[config.mk]
export PLATFORM = sky130hd
export DESIGN_NAME = bus_arbiter2
export DESIGN_NICKNAME = d
export VERILOG_FILES = /design/src/rtl/bus_arbiter2.sv
export SDC_FILE = /design/constraint.sdc
export NUM_CORES = 1
export LEC_CHECK = 0
export ABC_AREA = 1
export BUFFER_PORTS_ARGS = -buffer_cell sky130_fd_sc_hd__clkbuf_2
export CAP_MARGIN = 20
export CORE_AREA = 2 2 136 138
export CTS_BUF_LIST = sky130_fd_sc_hd__clkbuf_8
export DETAILED_ROUTE_END_ITERATION = 7
export DIE_AREA = 0 0 138 140
export PLACE_DENSITY = 0.56
export SLEW_MARGIN = 15
export SYNTH_ARGS = -nofsm -noshare
export SYNTH_HDL_FRONTEND = slang
export SYNTH_SLANG_ARGS = --single-unit
[constraint.sdc]
create_clock -name clk -period 2.3 [get_ports clk]
set_input_delay 0.23 -clock clk [delete_from_list [all_inputs] [get_ports clk]]
set_output_delay 0.23 -clock clk [all_outputs]
set_load 0.01 [all_outputs]
[src/rtl/bus_arbiter2.sv]
// bus_arbiter2: two-requester round-robin arbiter onto one downstream port with a timeout watchdog.
module bus_arbiter2 #(
  parameter int unsigned TIMEOUT_CYCLES = 255,
  parameter logic [31:0] ERR_RDATA = 32'hDEADBEEF
) (
  input  logic        clk,
  input  logic        rst,
  input  logic [31:0] m0_addr,
  input  logic [31:0] m0_wdata,
  input  logic [3:0]  m0_wmask,
  input  logic        m0_ren,
  input  logic        m0_wen,
  output logic [31:0] m0_rdata,
  output logic        m0_done,
  input  logic [31:0] m1_addr,
  input  logic [31:0] m1_wdata,
  input  logic [3:0]  m1_wmask,
  input  logic        m1_ren,
  input  logic        m1_wen,
  output logic [31:0] m1_rdata,
  output logic        m1_done,
  output logic [31:0] s_addr,
  output logic [31:0] s_wdata,
  output logic [3:0]  s_wmask,
  output logic        s_ren,
  output logic        s_wen,
  input  logic [31:0] s_rdata,
  input  logic        s_done,
  output logic        busy,
  output logic        grant_id,
  output logic        err,
  output logic [31:0] err_addr,
  input  logic        err_clr
);
  typedef enum logic {IDLE, BUSY} state_t;
  localparam logic [15:0] CNT_MAX = 16'(TIMEOUT_CYCLES - 1);
  state_t state, state_n;
  logic owner, owner_n, last_owner, last_owner_n, err_q, err_n, fin;
  logic [15:0] cnt, cnt_n;
  logic [31:0] err_addr_q, err_addr_n, rdata, o_addr, o_wdata;
  logic [3:0] o_wmask;
  logic req0, req1, o_ren, o_wen;
  assign req0 = m0_ren | m0_wen;
  assign req1 = m1_ren | m1_wen;
  assign o_addr = owner ? m1_addr : m0_addr;
  assign o_wdata = owner ? m1_wdata : m0_wdata;
  assign o_wmask = owner ? m1_wmask : m0_wmask;
  assign o_ren = owner ? m1_ren : m0_ren;
  assign o_wen = owner ? m1_wen : m0_wen;
  always_ff @(posedge clk) begin
    if (rst) begin
      state <= IDLE;
      owner <= 1'b0;
      last_owner <= 1'b1;
      cnt <= '0;
      err_q <= 1'b0;
      err_addr_q <= '0;
    end else begin
      state <= state_n;
      owner <= owner_n;
      last_owner <= last_owner_n;
      cnt <= cnt_n;
      err_q <= err_n;
      err_addr_q <= err_addr_n;
    end
  end
  always_comb begin
    state_n = state;
    owner_n = owner;
    last_owner_n = last_owner;
    cnt_n = cnt;
    err_n = err_q & ~err_clr;
    err_addr_n = err_addr_q;
    s_addr = '0;
    s_wdata = '0;
    s_wmask = '0;
    s_ren = 1'b0;
    s_wen = 1'b0;
    fin = 1'b0;
    rdata = '0;
    if (state == IDLE) begin
      if (req0 | req1) begin
        state_n = BUSY;
        owner_n = (req0 & req1) ? ~last_owner : req1;
        cnt_n = '0;
      end
    end else begin
      s_addr = o_addr;
      s_wdata = o_wdata;
      s_wmask = o_wmask;
      s_ren = o_ren;
      s_wen = o_wen;
      if (!(o_ren | o_wen)) begin
        state_n = IDLE;
        last_owner_n = owner;
      end else if (s_done) begin
        fin = 1'b1;
        rdata = s_rdata;
        state_n = IDLE;
        last_owner_n = owner;
      end else if (cnt == CNT_MAX) begin
        fin = 1'b1;
        rdata = ERR_RDATA;
        s_ren = 1'b0;
        s_wen = 1'b0;
        err_n = 1'b1;
        err_addr_n = o_addr;
        state_n = IDLE;
        last_owner_n = owner;
      end else begin
        cnt_n = cnt + 16'd1;
      end
    end
    // reset silences every output immediately, so an in-flight transaction never completes
    if (rst) begin
      s_addr = '0;
      s_wdata = '0;
      s_wmask = '0;
      s_ren = 1'b0;
      s_wen = 1'b0;
      fin = 1'b0;
    end
  end
  assign m0_done = fin & ~owner;
  assign m1_done = fin & owner;
  assign m0_rdata = m0_done ? rdata : '0;
  assign m1_rdata = m1_done ? rdata : '0;
  assign busy = (state == BUSY) & ~rst;
  assign grant_id = owner & ~rst;
  assign err = err_q & ~rst;
  assign err_addr = rst ? '0 : err_addr_q;
endmodule

=== Word level (Yosys, flattened, before mapping) ===
Index checks and enable logic that the tools add are counted.

* Word-level logic and storage cells: 85
* Flip-flop bits (word level): 52
* Bits of input ports: 176
* Output and inout bits: 171

* Muxes and demuxes: 51
* Bitwise logic cells: 17
* Reduce and logical (&&, ||, !) cells: 5
* Equality and inequality tests: 5
* Add/subtract/negate cells: 1

{| class="wikitable"
|+ Operator list
! cell !! count
|-
| 32-bit two-way mux || 13
|-
| 16-bit two-way mux || 5
|-
| 1-bit two-way mux || 30
|-
| 16-bit by 1-bit adder with 16-bit output, second input constant || 1
|-
| 16-bit by 8-bit == test with 1-bit output, second input constant || 1
|-
| 4-bit two-way mux || 3
|-
| 4-bit AND reduction || 2
|-
| 1-bit AND || 7
|-
| 1-bit NOT || 6
|-
| 2-bit inequality test, second input constant || 2
|-
| 1-bit bitwise OR || 4
|-
| 2-bit AND reduction || 2
|-
| 3-bit by 2-bit inequality test with 1-bit output, second input constant || 1
|-
| 2-bit by 1-bit inequality test with 1-bit output, second input constant || 1
|-
| 2-bit nonzero test || 1
|}

=== Longest topological paths before layout ===
* Depth in word-level cells: 8
* Mapped depth: 11
* Gate-level depth less buffers: 10

=== Least setup slack after synthesis ===
Ideal clock, no wire load.

* Kind: register -> output
* From: reg cnt[0]
* To: out m1_rdata[22]
* Data arrival time: 1554 ps
* Slack: 516 ps
* Required time: 2070 ps
* Stages on the path, launching flop included: 10
* Path buffers: 1
* Cell sequence: dfxtp_1 > inv_1 > ha_1 > nand3_1 > nor2_1 > nand2_1 > nand2_1 > nand3_2 > buf_2 > nor2_1

* Word-level cells in the longest chain between the ends: 8

{| class="wikitable"
|+ Ends and longest elaborated chain
! item !! RTL line !! source
|-
| start: declaration || 39 || <nowiki>logic [15:0] cnt, cnt_n;</nowiki>
|-
| start signal: assignment || 62 || <nowiki>cnt <= cnt_n;</nowiki>
|-
| 16-bit by 8-bit == test with 1-bit output || 101 || <nowiki>end else if (cnt == CNT_MAX) begin</nowiki>
|-
| 1-bit two-way mux || 101 ||
|-
| 1-bit two-way mux || 96 || <nowiki>end else if (s_done) begin</nowiki>
|-
| 1-bit two-way mux || 93 || <nowiki>if (!(o_ren | o_wen)) begin</nowiki>
|-
| 1-bit two-way mux || 81 || <nowiki>if (state == IDLE) begin</nowiki>
|-
| 1-bit two-way mux || 115 || <nowiki>if (rst) begin</nowiki>
|-
| 1-bit AND || 125 || <nowiki>assign m1_done = fin & owner;</nowiki>
|-
| 32-bit two-way mux || 127 || <nowiki>assign m1_rdata = m1_done ? rdata : '0;</nowiki>
|-
| end: declaration || 20 || <nowiki>output logic [31:0] m1_rdata,</nowiki>
|}

Every way passes these cells.

=== Final worst setup path ===
* From: reg owner
* To: out s_addr[28]

* Word-level cells in the longest chain between the ends: 3

{| class="wikitable"
|+ Ends and longest elaborated chain
! item !! RTL line !! source
|-
| start: declaration || 38 || <nowiki>logic owner, owner_n, last_owner, last_owner_n, err_q, err_n, fin;</nowiki>
|-
| start signal: assignment || 60 || <nowiki>owner <= owner_n;</nowiki>
|-
| 32-bit two-way mux || 45 || <nowiki>assign o_addr = owner ? m1_addr : m0_addr;</nowiki>
|-
| 32-bit two-way mux || 81 ||
|-
| 32-bit two-way mux || 115 ||
|-
| end: declaration || 22 || <nowiki>output logic [31:0] s_addr,</nowiki>
|}

Every way passes these cells.

==> results.tsv <==
stage	metric	value	unit
die	die_w	138	um
sta	setup-tns-final	0	ns
synthesis	syn_area	4232	um2
sta	relSlewSlack	55.94	%
power_and_ir_drop	swShare	34.74	%
setup_path	start_kind	flop	
die	die-area	19320	um2
setup_path	reg2reg_depth	9	
die	ios	347	
placed_design	post-dp-hpwl	14.04	mm
sta	worst_pin_slew	0.6609	ns
synthesis	synth_fa_ha_area_share	0.5914	%
synthesis	synth_top_family_by_area	simple AND/OR/NAND/NOR gates	
detailed_routing	drc	0	
power_and_ir_drop	irDropWorstVdd	0.2380	mV
synthesis	avgSynthCellArea	6.205	um2
synthesis	synth_area_leaders	dfxtp_1 25%, nor2_1 20%, a22oi_2 8.6%	
cells_and_area	final_cell_mix	346 x clkbuf_2, 222 x nor2_1, 82 x nand2_1	
die	initial_core_util	23.80	%
global_routing	track_usage	16.76	%
setup_path	worstSetupEndpointType	output pin	
clocking	clk_pin_slew	0.10	ns
power_and_ir_drop	intPower	1.405	mW
synthesis	yosys.area.top_type_share	24.60	%
cells_and_area	area_growth	50.50	%
hold_path	hold_class	input port to flop	
setup_path	cp.required	2.07	ns
synthesis	synth_nets	860	
cells_and_area	final_cell_area	6369	um2
synthesis	synth_cell_types	27	
clocking	clk_latency	0.31	ns
cells_and_area	fin_util	35.82	%
synthesis	synthSimpleGateAreaFrac	35.27	%
synthesis	yosysTopAreaCell	dfxtp_1	
sta	max_freq	461.1	MHz
global_routing	overflow	0	
sta	post-route-min-period	2.169	ns
sta	fin_crit_sh	94.29	%
clocking	cts.sink_count	52	
die	die_h	140	um
clocking	cts_root_buf	clkbuf_8	
detailed_routing	vias	5560	
power_and_ir_drop	p_comb_share	31.9	%
cells_and_area	nFillCells	1996	
placed_design	placed_cell_area	6152	um2
clocking	cts_buffers	5	
setup_path	worstSetupPathType	flop to output pin	
setup_path	startpoint	owner	
placed_design	gp_congestion	0.8574	
global_routing	grt_max_degree	50	
cells_and_area	drive_gt1_share	42.81	%
cells_and_area	diodes	0	
power_and_ir_drop	p_leak	3.602	nW
synthesis	synth_compound_area_share	19.07	%
setup_path	cp.arrival	1.94	ns
detailed_routing	dr.pass1.iters	4	
power_and_ir_drop	power_frac_seq	42.8	%
setup_path	regToRegSetupSlack	0.30	ns
sta	final_max_slew_viol_count	0	
die	row_count	49	
detailed_routing	viasPerCell	4.491	
power_and_ir_drop	switchingPower	747.8	uW
synthesis	ys_warn_count	0	
synthesis	yosysSeqAreaShare	24.60	%
sta	finClkSkew	0.01595	ns
clocking	clk_path_buf_depth	2	
setup_path	rr_startpoint	cnt[0]	
detailed_routing	drtAntennaViolNets	0	
cells_and_area	final_nets	1186	
detailed_routing	initialDrtViolationCount	246	
setup_path	path_max_fanout	49	
synthesis	synth-xor-area-share	1.242	%
synthesis	syn_inst	682	
global_routing	grt_pass1_vias	5013	
sta	fin_hold_ws	0.08748	ns
sta	report.final.setup_viol	0	
detailed_routing	routedWlPerCell	14.03	um
clocking	cts_tree	yes	
placed_design	io_buffers	346	
sta	finalHoldViolations	0	
setup_path	timing.rr.end	err_addr_q[31]	
power_and_ir_drop	p_clk_share	25.3	%
die	core_area	17780	um2
clocking	cts_max_level	2	
cells_and_area	layout_commonest_cell	clkbuf_2	
job	maxCapViolCount	0	
power_and_ir_drop	power.density	338.0	nW/um2
global_routing	antenna_found_initial	0	
global_routing	grt_pass1_wl	26.79	mm
sta	rsz0062_at_grt	yes	
detailed_routing	routed_wl	17.37	mm
status	outcome	complete, no violations	
setup_path	endpoint	s_addr[28]	
synthesis	muxShareOfSynthArea	7.569	%
synthesis	ys_ff_latch	52	
==> Yosys cell counts (all sizes together) <==
cell type,instances
nand2,90
a22oi,32
inv,65
nand3,35
clkbuf,21
buf,26
nor2,226
nand3b,1
o21ai,67
xor2,6
ha,2
a21oi,15
mux2i,32
o31ai,1
nand4,9
nor3,2
dfxtp,52
==> kinds of logic (layout without fill, tap and decap cells) <==
kind of cell	Yosys count	in the layout
xor+xnor	6	6
simple gates	363	363
flops	52	52
buf+inv	112	439
mux	32	32
fa+ha+maj	2	2
compound gates	115	115
==> through the flow <==
step / cells / total power [mW] / setup WS [ns]
6_report: 1238 / 2.153 / 0.1312
5_1_grt: 1238 / 2.286 / -0.003941
4_1_cts: 1236 / 2.170 / 0.01938
3_5_place_dp: 1228 / 1.606 / 0.2194
3_3_place_gp: 1228 / 1.605 / 0.2732
2_1_floorplan: 682 / 1.289 / 0.5156
==> worst max-delay path: stages (launching register included) <==
cell and delay [ns]:
dfxtp_4 0.42, buf_4 0.54, mux2i_1 0.43, nor2_1 0.07, clkbuf_2 0.14
==> power by group through the flow <==
stage / sequential, mW / clock (mW) / combinational (mW)
5_1_grt: 0.923 / 0.605 / 0.758
3_3_place_gp: 0.940 / 0 / 0.665
6_report: 0.921 / 0.544 / 0.688
4_1_cts: 0.920 / 0.578 / 0.672
2_1_floorplan: 0.935 / 0 / 0.354
3_5_place_dp: 0.941 / 0 / 0.665
==> sequential cells by signal, summed over array words and instances (netlist names) <==
name / cells
state: 1
cnt: 16
err_addr_q: 32
err_q: 1
owner: 1
last_owner: 1
==> what timing repair did <==
item | in CTS | in global routing
buffers inserted | 0 | 1
gates resized for setup | 7 | 25
endpoints found under the hold margin | 0 | 0
hold buffers | 0 | 0
gates cloned | 0 | 1
pin swaps | 1 | 2
endpoints found under the setup margin | 66 | 77
==> final cells by class <==
type	instances	area, um2	share of cell area, %
inverter	65	244.0	3.831
clock inverter	3	21.27	0.3340
timing repair buffer	366	1953	30.67
tap	229	286.5	4.499
sequential	52	1050	16.48
clock buffer	5	68.82	1.081
multi-input combinational	518	2745	43.10
==> per-layer routing <==
layer / routed length (um) / vias to the layer above / GRT usage, %
li1: - / 2837 / -
met1: 7607 / 2451 / 21.90
met2: 8393 / 264 / 29.10
met3: 1210 / 8 / 3.179
met4: 163 / 0 / 3.061
met5: 0 / - / 0
==> how the worst min path moves through the flow <==
stage	cells past startpoint	from	slack (ns)	to
after floorplan	1	err_clr	0.32	err_q
after global routing	2	err_clr	0.07	err_q
after CTS	2	err_clr	0.07	err_q
after global placement	2	err_clr	0.41	err_q
final	2	err_clr	0.09	err_q
after detailed placement	2	err_clr	0.41	err_q
(Power assumes the default switching activity.)
